**src/rtl/uart_pkg.sv**
```systemverilog
// Shared UART definitions: FSM state encodings, parity selector values and
// line-level bit constants common to the transmitter and the receiver.
package uart_pkg;

  typedef enum logic [2:0] {
    IDLE   = 3'd0,
    START  = 3'd1,
    DATA   = 3'd2,
    PARITY = 3'd3,
    STOP   = 3'd4
  } uart_state_e;

  localparam logic PAR_EVEN  = 1'b0;
  localparam logic PAR_ODD   = 1'b1;
  localparam logic START_BIT = 1'b0;
  localparam logic STOP_BIT  = 1'b1;

endpackage

```
**src/rtl/uart_tx_frame_if.sv**
```systemverilog
// Parallel request side and serial line of the UART transmitter.
//
// Handshake: the master raises DATA_Valid with P_DATA/PAR_EN/PAR_TYP/Prescale
// stable; the slave accepts on the first CLK edge where DATA_Valid=1 and
// Busy=0, latching all four. While Busy=1, DATA_Valid is ignored (no queueing).
interface uart_tx_frame_if #(
  parameter int DATA_WIDTH = 8,
  parameter int PRESCALE_W = 6
);
  import uart_pkg::*;

  logic [DATA_WIDTH-1:0] P_DATA;
  logic                  DATA_Valid;
  logic                  PAR_EN;
  logic                  PAR_TYP;
  logic [PRESCALE_W-1:0] Prescale;
  logic                  TX_OUT;
  logic                  Busy;
  uart_state_e           state_dbg;

  modport master (
    output P_DATA, DATA_Valid, PAR_EN, PAR_TYP, Prescale,
    input  TX_OUT, Busy, state_dbg
  );

  modport slave (
    input  P_DATA, DATA_Valid, PAR_EN, PAR_TYP, Prescale,
    output TX_OUT, Busy, state_dbg
  );
endinterface

```
**src/rtl/uart_tx_bit_timer.sv**
```systemverilog
// Bit-period timer: counts 0..prescale-1, pulses bit_done on the last cycle
// of each bit and counts completed bit periods.
module uart_tx_bit_timer #(
  parameter int PRESCALE_W = 6,
  parameter int CNT_W      = 4
) (
  input  logic                  CLK,
  input  logic                  RST,
  input  logic                  en,
  input  logic                  clr,
  input  logic [PRESCALE_W-1:0] prescale,
  output logic                  bit_done,
  output logic [CNT_W-1:0]      bit_cnt
);

  logic [PRESCALE_W-1:0] cnt_q;

  // A prescale of 0 wraps to the full counter range, so the frame still ends.
  assign bit_done = en && (cnt_q == (prescale - PRESCALE_W'(1)));

  always_ff @(posedge CLK) begin
    if (RST || clr) begin
      cnt_q   <= '0;
      bit_cnt <= '0;
    end else if (en) begin
      if (bit_done) begin
        cnt_q   <= '0;
        bit_cnt <= bit_cnt + CNT_W'(1);
      end else begin
        cnt_q   <= cnt_q + PRESCALE_W'(1);
      end
    end
  end

endmodule

```
**src/rtl/uart_tx_frame.sv**
```systemverilog
// UART transmitter: latches one byte per handshake and sends an LSB-first
// frame (start, data, optional parity, stop) with registered TX_OUT and Busy.
module uart_tx_frame
  import uart_pkg::*;
#(
  parameter int DATA_WIDTH = 8,
  parameter int PRESCALE_W = 6
) (
  input  logic     CLK,
  input  logic     RST,
  uart_tx_frame_if.slave bus
);

  localparam int CNT_W = 4;

  uart_state_e           state_q, state_d;
  logic [DATA_WIDTH-1:0] shift_q, shift_d;
  logic                  par_en_q;
  logic                  par_bit_q;
  logic [PRESCALE_W-1:0] presc_q;
  logic                  tx_q, tx_d;
  logic                  busy_q;
  logic                  accept;
  logic                  bit_done;
  logic [CNT_W-1:0]      bit_cnt;

  assign accept = (state_q == IDLE) && bus.DATA_Valid && !busy_q;

  uart_tx_bit_timer #(
    .PRESCALE_W (PRESCALE_W),
    .CNT_W      (CNT_W)
  ) u_timer (
    .CLK      (CLK),
    .RST      (RST),
    .en       (state_q != IDLE),
    .clr      (accept),
    .prescale (presc_q),
    .bit_done (bit_done),
    .bit_cnt  (bit_cnt)
  );

  // bit_cnt already counts the start bit, so the last data bit sees DATA_WIDTH.
  always_comb begin
    state_d = state_q;
    shift_d = shift_q;
    case (state_q)
      IDLE:    if (accept) state_d = START;
      START:   if (bit_done) state_d = DATA;
      DATA: begin
        if (bit_done) begin
          shift_d = shift_q >> 1;
          if (bit_cnt == CNT_W'(DATA_WIDTH)) state_d = par_en_q ? PARITY : STOP;
        end
      end
      PARITY:  if (bit_done) state_d = STOP;
      STOP:    if (bit_done) state_d = IDLE;
      default: state_d = IDLE;
    endcase
  end

  // Line value is decided from the next state so TX_OUT can be a plain flop.
  always_comb begin
    tx_d = STOP_BIT;
    case (state_d)
      IDLE:    tx_d = STOP_BIT;
      START:   tx_d = START_BIT;
      DATA:    tx_d = shift_d[0];
      PARITY:  tx_d = par_bit_q;
      STOP:    tx_d = STOP_BIT;
      default: tx_d = STOP_BIT;
    endcase
  end

  always_ff @(posedge CLK) begin
    if (RST) begin
      state_q   <= IDLE;
      shift_q   <= '0;
      par_en_q  <= 1'b0;
      par_bit_q <= 1'b0;
      presc_q   <= '0;
      tx_q      <= STOP_BIT;
      busy_q    <= 1'b0;
    end else begin
      state_q <= state_d;
      tx_q    <= tx_d;
      busy_q  <= (state_d != IDLE);
      if (accept) begin
        shift_q   <= bus.P_DATA;
        par_en_q  <= bus.PAR_EN;
        par_bit_q <= (^bus.P_DATA) ^ (bus.PAR_TYP == PAR_ODD);
        presc_q   <= bus.Prescale;
      end else begin
        shift_q   <= shift_d;
      end
    end
  end

  assign bus.TX_OUT    = tx_q;
  assign bus.Busy      = busy_q;
  assign bus.state_dbg = state_q;

endmodule

```
**src/flat_wrapper.sv**
```systemverilog
// flat-port wrapper written by rule: the top's interface ports become plain ports
module uart_tx_frame_flat import uart_pkg::*;
#(
  parameter int DATA_WIDTH = 8,
  parameter int PRESCALE_W = 6
)
  (CLK, RST, bus_P_DATA, bus_DATA_Valid, bus_PAR_EN, bus_PAR_TYP, bus_Prescale, bus_TX_OUT, bus_Busy, bus_state_dbg);
  uart_tx_frame_if #(.DATA_WIDTH(DATA_WIDTH), .PRESCALE_W(PRESCALE_W)) bus_i ();
  input  logic CLK;
  input  logic RST;
  input wire logic [$bits(bus_i.P_DATA)-1:0] bus_P_DATA;
  input wire logic [$bits(bus_i.DATA_Valid)-1:0] bus_DATA_Valid;
  input wire logic [$bits(bus_i.PAR_EN)-1:0] bus_PAR_EN;
  input wire logic [$bits(bus_i.PAR_TYP)-1:0] bus_PAR_TYP;
  input wire logic [$bits(bus_i.Prescale)-1:0] bus_Prescale;
  output wire logic [$bits(bus_i.TX_OUT)-1:0] bus_TX_OUT;
  output wire logic [$bits(bus_i.Busy)-1:0] bus_Busy;
  output wire logic [$bits(bus_i.state_dbg)-1:0] bus_state_dbg;
  assign bus_i.P_DATA = bus_P_DATA;
  assign bus_i.DATA_Valid = bus_DATA_Valid;
  assign bus_i.PAR_EN = bus_PAR_EN;
  assign bus_i.PAR_TYP = bus_PAR_TYP;
  assign bus_i.Prescale = bus_Prescale;
  assign bus_TX_OUT = bus_i.TX_OUT;
  assign bus_Busy = bus_i.Busy;
  assign bus_state_dbg = bus_i.state_dbg;
  uart_tx_frame #(.DATA_WIDTH(DATA_WIDTH), .PRESCALE_W(PRESCALE_W)) u_core (.CLK(CLK), .RST(RST), .bus(bus_i));
endmodule
```
**config.mk**
```make
export PLATFORM = sky130hd
export DESIGN_NAME = uart_tx_frame_flat
export DESIGN_NICKNAME = d
export VERILOG_FILES = /design/src/rtl/uart_pkg.sv /design/src/rtl/uart_tx_frame_if.sv /design/src/rtl/uart_tx_bit_timer.sv /design/src/rtl/uart_tx_frame.sv /design/src/flat_wrapper.sv
export SDC_FILE = /design/constraint.sdc
export NUM_CORES = 1
export LEC_CHECK = 0
export BUFFER_PORTS_ARGS = -buffer_cell sky130_fd_sc_hd__buf_2
export CAP_MARGIN = 20
export CELL_PAD_IN_SITES_DETAIL_PLACEMENT = 0
export CELL_PAD_IN_SITES_GLOBAL_PLACEMENT = 1
export CORE_ASPECT_RATIO = 1.75
export CORE_MARGIN = 2
export CORE_UTILIZATION = 45
export CTS_BUF_LIST = sky130_fd_sc_hd__clkbuf_16
export DETAILED_ROUTE_END_ITERATION = 10
export GPL_ROUTABILITY_DRIVEN = 0
export PLACE_DENSITY = 0.94
export SLEW_MARGIN = 20
export SYNTH_ARGS = -nofsm -noshare
export SYNTH_HDL_FRONTEND = slang
export SYNTH_SLANG_ARGS = --single-unit
```
**constraint.sdc**
```tcl
create_clock -name CLK -period 4.6 [get_ports CLK]
set_clock_uncertainty 0.1 [all_clocks]
set_input_delay 0.92 -clock CLK [delete_from_list [all_inputs] [get_ports CLK]]
set_output_delay 0.92 -clock CLK [all_outputs]
set_load 0.05 [all_outputs]
```
# [Word level (Yosys, flattened, before mapping)]
# Index checks and enable logic that the tools add are counted.
[totals] latchBits=0 regBits=31 elab_cells=49 memories=0 rom_bits=0 in_bits=19 ramBits=0
[classes] n_bitwise=1 eq_ne=9 shifts=0 order_cmp=0 n_reduce_logical=13 div_mod_pow=0 muxes=13 add_sub_neg=3 mul=0
[ops] op="$mux W8" n=3
[ops] op="$mux W3" n=7
[ops] op="$pmux W3 S5" n=1
[ops] op="$eq A3 B2 Y1 const B" n=4
[ops] op="$reduce_xor A8 Y1" n=1
[ops] op="$add A6 B1 Y6 const B" n=1
[ops] op="$eq A3 B1 Y1 const B" n=2
[ops] op="$eq A6 B6 Y1" n=1
[ops] op="$mux W6" n=1
[ops] op="$reduce_bool A3 Y1" n=2
[ops] op="$sub A6 B1 Y6 const B" n=1
[ops] op="$add A4 B1 Y4 const B" n=1
[ops] op="$eq A4 B4 Y1 const B" n=1
[ops] op="$reduce_and A2 Y1" n=2
[ops] op="$reduce_bool A2 Y1" n=2
[ops] op="$eq A3 B3 Y1 const B" n=1
[ops] op="$logic_and A1 B1 Y1" n=3
[ops] op="$logic_not A3 Y1" n=1
[ops] op="$pmux W1 S3" n=1
[ops] op="$logic_not A1 Y1" n=1
[ops] op="$logic_or A1 B1 Y1" n=1
[ops] op="$xor A1 B1 Y1" n=1

# [Longest topological paths before layout]
# Gate-level depths: netlist of the first run.
[depth] word_depth=7 depth_mapped=10 ltp_nobuf=9

# [By module]
# From an unflattened synthesis of the first run, not the netlist that was laid out.
[unflattened] cells_unflattened=186 area_unflattened_um2=1581.5
[by_module_without_submodules] mod="uart_tx_frame" area_each_um2=963.4 instances=1 cells_per_inst=112 seq_area_each_um2=420.4
[by_module_without_submodules] mod="uart_tx_bit_timer" area_each_um2=618.1 instances=1 cells_per_inst=74 seq_area_each_um2=200.2

# [Worst setup path after synthesis of the first run]
# No wires, ideal clock.
[synth_timing] path_type="reg2reg" start="register u_core.presc_q[0]" end="register u_core.tx_q, in the netlist u_core.bus.TX_OUT" path_buffers=1 stages_incl_launch_ff=11 setup_slack_ns=2.301 period_less_slack_ns=2.299 arrival_time_ns=2.069 path_cell_list="dfxtp_1 -> inv_1 -> ha_1 -> xnor2_1 -> a21o_1 -> o21ai_1 -> and4_4 -> buf_6 -> mux2_4 -> o31ai_1 -> o22ai_1"
[synth_between] elab_chain_cells=7 elab_cells_between_ends=14 cone_classes="add/sub (1); eq/ne (4); mux (8); reduce/logical (1)"
[synth_lines] item="start, declared" line_no="uart_tx_frame.sv:20" source="logic [PRESCALE_W-1:0] presc_q;"
[synth_lines] item="start signal, assigned" line_no="uart_tx_frame.sv:91" source="presc_q <= bus.Prescale;"
[synth_lines] item="$sub A6 B1 Y6 *" line_no="uart_tx_bit_timer.sv:19" source="assign bit_done = en && (cnt_q == (prescale - PRESCALE_W'(1)));"
[synth_lines] item="$eq A6 B6 Y1 *" line_no="uart_tx_bit_timer.sv:19"
[synth_lines] item="$logic_and A1 B1 Y1 *" line_no="uart_tx_bit_timer.sv:19"
[synth_lines] item="$mux W3 (on tied branches)"
[synth_lines] item="$pmux W3 S5" line_no="uart_tx_frame.sv:46" source="case (state_q)"
[synth_lines] item="$eq A3 B2 Y1 or $eq A3 B1 Y1 (tied branches)" line_no="uart_tx_frame.sv:64" source="case (state_d)"
[synth_lines] item="$pmux W1 S3 *" line_no="uart_tx_frame.sv:64"
[synth_lines] item="end signal, assigned" line_no="uart_tx_frame.sv:85" source="tx_q <= tx_d;"
[synth_lines] item="end, declared" line_no="uart_tx_frame.sv:21" source="logic tx_q, tx_d;"
# Mark *: on every way between the ends. The rest lies on a longest branch, timed or not. The select of a mux whose other input is x is not followed.
# A chain may end at the register's enable or synchronous reset.

# [Worst setup path after layout of the first run]
[layout_timing] start="register u_core.state_q[0], in the netlist u_core.bus.state_dbg[0]" end="register u_core.u_timer.cnt_q[2]"
[layout_between] elab_chain_cells=4 elab_cells_between_ends=7 cone_classes="mux (1); reduce/logical (6)"
[layout_lines] item="start, declared" line_no="uart_tx_frame.sv:16" source="uart_state_e state_q, state_d;"
[layout_lines] item="start signal, assigned" line_no="uart_tx_frame.sv:84" source="state_q <= state_d;"
[layout_lines] item="$logic_not A3 Y1" line_no="uart_tx_frame.sv:27" source="assign accept = (state_q == IDLE) && bus.DATA_Valid && !busy_q;"
[layout_lines] item="$logic_and A1 B1 Y1 (2 in a row)" line_no="uart_tx_frame.sv:27"
[layout_lines] item="$logic_or A1 B1 Y1" line_no="uart_tx_bit_timer.sv:22" source="if (RST || clr) begin"
[layout_lines] item="end signal, assigned" line_no="uart_tx_bit_timer.sv:30" source="cnt_q <= cnt_q + PRESCALE_W'(1);"
[layout_lines] item="end, declared" line_no="uart_tx_bit_timer.sv:16" source="logic [PRESCALE_W-1:0] cnt_q;"
# Several ways; a longest one is shown, not always the timed one.

==> results of run 1 <==
logic make-up after synthesis:
logic type,after synthesis,share of synthesized area (%)
adders and majority gates,4,3.14
buffers and inverters,14,4.16
AOI/OAI and AO/OA,29,11.5
and+or+nand+nor,76,23.8
xor gates and xnor gates,24,13.2
DFF,31,38.9
muxes,8,5.33
worst min path at each step:
stage | slack [ns] | startpoint | end | cells past startpoint
CTS | 0.35 | u_core.par_bit_q | u_core.par_bit_q | 2
global route | 0.40 | u_core.par_bit_q | u_core.par_bit_q | 2
global placement | 0.36 | u_core.presc_q[5] | u_core.presc_q[5] | 2
finish | 0.35 | u_core.par_bit_q | u_core.par_bit_q | 2
floorplan | 0.33 | u_core.par_bit_q | u_core.par_bit_q | 2
detailed placement | 0.35 | u_core.par_bit_q | u_core.par_bit_q | 2
power groups by stage:
stage / combinational, mW / clock [mW] / sequential (mW)
2_1_floorplan: 0.0807 / 0 / 0.312
3_3_place_gp: 0.113 / 0 / 0.306
3_5_place_dp: 0.114 / 0 / 0.306
4_1_cts: 0.116 / 0.295 / 0.301
5_1_grt: 0.126 / 0.309 / 0.303
6_report: 0.114 / 0.292 / 0.301
Yosys cell counts:
cell type / count / share of area (%)
inv_1: 4 / 0.94
buf_4: 1 / 0.47
or2_1: 2 / 0.78
dfxtp_1: 31 / 39
and4_4: 1 / 0.71
buf_2: 2 / 0.63
o21bai_1: 1 / 0.47
a211oi_1: 6 / 2.8
nor3b_2: 1 / 0.78
clkbuf_1: 6 / 1.4
o21ba_2: 1 / 0.63
mux2_4: 1 / 0.94
o21ai_0: 1 / 0.31
nor3_2: 4 / 2.5
or3b_2: 1 / 0.55
nor4_1: 1 / 0.39
o22ai_1: 1 / 0.39
or3_1: 1 / 0.39
o31ai_1: 1 / 0.47
a31oi_1: 1 / 0.39
xor2_1: 6 / 3.3
a21oi_1: 13 / 4.1
o2111ai_1: 1 / 0.55
xnor2_1: 18 / 9.9
nor2_1: 24 / 5.6
nand3_1: 6 / 1.9
nor3b_1: 2 / 0.94
ha_1: 4 / 3.1
nor3_1: 3 / 0.94
buf_6: 1 / 0.71
nand2b_1: 3 / 1.2
nand3b_1: 2 / 0.94
o21ai_1: 1 / 0.31
a2bb2oi_1: 1 / 0.55
a21o_1: 1 / 0.47
nand4_1: 2 / 0.78
nand2_1: 23 / 5.4
mux2i_1: 7 / 4.4
per-layer routing:
layer,global-route usage [%],vias up,wire length [µm]
met5,0,-,0
met4,8.57,0,46
met3,3.78,4,92
met2,33.8,20,1770
met1,17.3,599,1260
li1,-,665,-
cell type report:
cell class | instances | area share, %
clock buffers | 5 | 6.78
clock inverters | 1 | 0.204
inverters | 4 | 0.814
multi-input cells | 141 | 49.3
flip-flops and latches | 31 | 33.6
well taps | 45 | 3.05
repair buffers | 23 | 6.24
through the flow:
step                cell area (µm²)  setup slack (ns)  cells  power (mW)  hold WS, ns
finish                         1840              2.10    250       0.707        0.354
global route                   1840              1.86    250       0.738        0.395
CTS                            1840              2.05    250       0.711        0.352
detailed placement             1720              1.95    244       0.420        0.346
global placement               1720              2.01    244       0.419        0.361
floorplan                      1600              2.30    186       0.393        0.332
worst max-delay path: stages, from the launching register on:
cell and delay, ns:
dfxtp_1 0.37, nor3_2 0.42, nand3b_1 0.70, nand2b_1 0.46
or2_1 0.26, nor2_1 0.07
registers in the layout, indices dropped and copies added, names as in the netlist:
signal and cells:
u_core.shift_q 8, u_core.presc_q 6, u_core.u_timer.cnt_q 6, u_core.u_timer.bit_cnt 4
u_core.bus.state_dbg 3, u_core.bus.Busy 1, u_core.bus.TX_OUT 1, u_core.par_bit_q 1
u_core.par_en_q 1
==> flow_metrics.tcl, run 1 <==
set metrics [dict create \
    first_pass_iters 4 \
    layout_common_cells "dfxtp_1, nor2_1, nand2_1, buf_2, xnor2_1" \
    wl_per_cell_um 12.7 \
    holdCritPathClass "flip-flop to flip-flop" \
    cts_tree "yes" \
    ys_types 38 \
    h-tree-depth 2 \
    drive_gt1_share_pct 18.0 \
    tightest_slew_ns 0.869 \
    slew_headroom_pct 41.9 \
    critPathKind "flip-flop to flip-flop" \
    r2r_cells 5 \
    seq_area_um2 621 \
    r2r_start "u_core.bus.state_dbg[0]" \
    cts.path.max_buffers 2 \
    startpoint "u_core.bus.state_dbg[0]" \
    end_kind "flip-flop" \
    post_cts_buffers 0 \
    power.density_nw_per_um2 383 \
    root_buffer "clkbuf_16" \
    fin_crit_sh_pct 54.4 \
    core_um2 3400 \
    num_vias 1288 \
    p_int_mw 0.526 \
    io-pin-count 24 \
    numClockSinks 31 \
    clkLatencyLatePin_ns 0.27 \
    start_kind "flip-flop" \
    vias_per_cell 5.15 \
    synth_cells 186 \
    fmax_mhz 399 \
    hold_buffers 0 \
    grt_pass1_wl_um 5290 \
    yosys_register_bits 31 \
    r2r-end "u_core.u_timer.cnt_q[2]" \
    die_w_um 49.0 \
    die-area_um2 4060 \
    drc_errors 0 \
    numCtsBuffers 5 \
    fillerInstances 335 \
    first_iter_violations 12 \
    start_util_pct 46.9 \
    slew_violations 0 \
    ir_worst_vdd_mv 0.279 \
    ys_warn_count 0 \
    synth_area_um2 1600 \
    rsz0062_at_grt "false" \
    antenna_found_initial 0 \
    worstPathRequired_ns 4.65 \
    setup_violations 0 \
    place_hpwl_um 2370 \
    fin_nets 229 \
    die_h_um 82.8 \
    cts_resized 0 \
    num_rows 28 \
    p_seq_share_pct 42.5 \
    maxCapViolations 0 \
    post-route-min-period_ns 2.50 \
    seq_area_frac_synth_pct 38.9 \
    outcome "completed" \
    area_delta_synth_final_pct 15.6 \
    p_leak_nw 0.694 \
    wl_um 3170 \
    worst_ep_arrival_time_ns 2.56 \
    p_sw_mw 0.181 \
    p_comb_share_pct 16.2 \
    crit_end "u_core.u_timer.cnt_q[2]" \
    syn_nets 209 \
    path_clk_slew_ns 0.05 \
    final_common_cell "dfxtp_1" \
    hold_violations 0 \
    multi_input_area_um2 908 \
    cp_max_fo 23 \
    ff2ff_setup_slack_ns 2.10 \
    grt_usage_pct 17.4 \
    portBuffers 23 \
    gr-total-overflow 0 \
    power.share.switching_pct 25.6 \
    pwr-share-clk_pct 41.3 \
    post-route-util_pct 54.3 \
    grt_start_max_net_pins 24 \
    grt_pass1_vias 1207 \
    syn_area_per_cell_um2 8.58 \
    antenna-diode-count 0 \
    drt.antenna.violating_nets 0 \
    finalSetupTns_ns 0 \
]
(Power assumes the default switching activity.)
==> run 2: changes to the inputs <==
--- a/config.mk
+++ b/config.mk
@@ -11,11 +11,11 @@
 export CELL_PAD_IN_SITES_GLOBAL_PLACEMENT = 1
 export CORE_ASPECT_RATIO = 1.75
 export CORE_MARGIN = 2
-export CORE_UTILIZATION = 45
+export CORE_UTILIZATION = 42
 export CTS_BUF_LIST = sky130_fd_sc_hd__clkbuf_16
 export DETAILED_ROUTE_END_ITERATION = 10
 export GPL_ROUTABILITY_DRIVEN = 0
-export PLACE_DENSITY = 0.94
+export PLACE_DENSITY = 0.89
 export SLEW_MARGIN = 20
 export SYNTH_ARGS = -nofsm -noshare
 export SYNTH_HDL_FRONTEND = slang
==> constraint.sdc (replaced) <==
create_clock -name CLK -period 2.4 [get_ports CLK]
set_clock_uncertainty 0.1 [all_clocks]
set_input_delay 0.48 -clock CLK [delete_from_list [all_inputs] [get_ports CLK]]
set_output_delay 0.48 -clock CLK [all_outputs]
set_load 0.05 [all_outputs]
==> flow_metrics.tcl, run 2 (synthesis results as in run 1) <==
set metrics [dict create \
    slew_violations 0 \
    holdCritPathClass "primary input to flip-flop" \
    whs_ns 0.341 \
    worst_ep_arrival_time_ns 2.26 \
    numCtsBuffers 5 \
    rsz0062_at_grt "false" \
    fin_crit_sh_pct 92.1 \
    fin_nets 236 \
    root_buffer "clkbuf_16" \
    grt_usage_pct 18.5 \
    clkLatencyLatePin_ns 0.28 \
    wl_per_cell_um 13.0 \
    first_iter_violations 20 \
    fin_cells 260 \
    final_area_um2 1920 \
    power_mw 1.40 \
    end_kind "flip-flop" \
    post-route-min-period_ns 2.21 \
    path_clk_slew_ns 0.05 \
    hold_buffers 0 \
    post_cts_buffers 0 \
    finalSetupTns_ns 0 \
    antenna-diode-count 0 \
    drc_errors 0 \
    first_pass_iters 4 \
    start_util_pct 44.0 \
    slew_headroom_pct 74.8 \
    ir_worst_vdd_mv 0.585 \
    critPathKind "flip-flop to flip-flop" \
    grt_pass1_wl_um 5950 \
    cp_max_fo 4 \
    dp_cells 252 \
    portBuffers 23 \
    gr-total-overflow 0 \
    cts.path.max_buffers 2 \
    antenna_found_initial 0 \
    final_common_cell "dfxtp_1" \
    die_h_um 85.5 \
    worst_slack_ns 0.190 \
    grt_start_max_net_pins 23 \
    dpl_cell_area_um2 1770 \
    num_vias 1347 \
    setup_violations 0 \
    worstPathRequired_ns 2.45 \
    regMostFlops "u_core.shift_q" \
    h-tree-depth 2 \
    tightest_slew_ns 0.375 \
    drt.antenna.violating_nets 0 \
    num_rows 29 \
    vias_per_cell 5.18 \
    layout_common_cells "dfxtp_1, nor2_1, nand2_1, buf_2, xnor2_1" \
    drive_gt1_share_pct 22.9 \
    outcome "completed" \
    maxCapViolations 0 \
    place_hpwl_um 2490 \
    io-pin-count 24 \
    fmax_mhz 452 \
    numClockSinks 31 \
    p_leak_nw 0.741 \
    grt_pass1_vias 1420 \
    die-area_um2 4330 \
    start_kind "flip-flop" \
    largest_reg_flops 8 \
    cts_tree "yes" \
    core_um2 3630 \
    hold_violations 0 \
    post-route-util_pct 53.0 \
    power.density_nw_per_um2 726 \
    area_delta_synth_final_pct 20.5 \
    die_w_um 50.6 \
    pre_cts_slack_ns 0.148 \
    wl_um 3380 \
    top_regs "u_core.shift_q (8), u_core.presc_q (6), u_core.u_timer.cnt_q (6)" \
]
run 2: path summary, 6_finish.rpt:
kind	from	endpoint	slack [ns]	depth (start not counted)
setup reg to reg	u_core.presc_q[1]	u_core.bus.TX_OUT	0.19	8
hold reg to reg	u_core.par_bit_q	u_core.par_bit_q	0.36	2
setup / recovery	u_core.presc_q[1]	u_core.bus.TX_OUT	0.19	8
hold / removal	bus_Prescale[2]	u_core.presc_q[2]	0.34	3
run 2: worst max-delay path, cell delays in order (launching register included):
cell	delay, ns
dfxtp_2	0.35
inv_1	0.05
ha_1	0.28
xnor2_1	0.13
nor3_2	0.26
and4_4	0.28
mux2_4	0.32
o31ai_1	0.20
o22ai_1	0.10
run 2: power by group:
group	switching, mW	internal [mW]	leakage (nW)
clock	0.210	0.373	0.0762
sequential	0.0268	0.549	0.254
combinational	0.135	0.102	0.411
total	0.372	1.02	0.741
run 2: per-layer routing:
layer	vias up	share of wire, %	global-route usage [%]
met5	-	0	0
li1	683	-	-
met3	6	3.1	4.18
met2	23	56	34.8
met1	635	38	17.3
met4	0	2.9	11.5
run 2: cell type report:
class,count,area (µm²)
inverters,4,15.0
multi-input cells,141,923
clock inverters,3,12.5
clock buffers,5,125
repair buffers,30,168
fillers,358,1710
well taps,46,57.6
flip-flops and latches,31,622
run 2: timing repair:
| action | 4_1_cts | 5_1_grt |
|---|---|---|
| gates resized for setup | 0 | 4 |
| endpoints found under the hold margin | 0 | 0 |
| endpoints found under the setup margin | 0 | 2 |
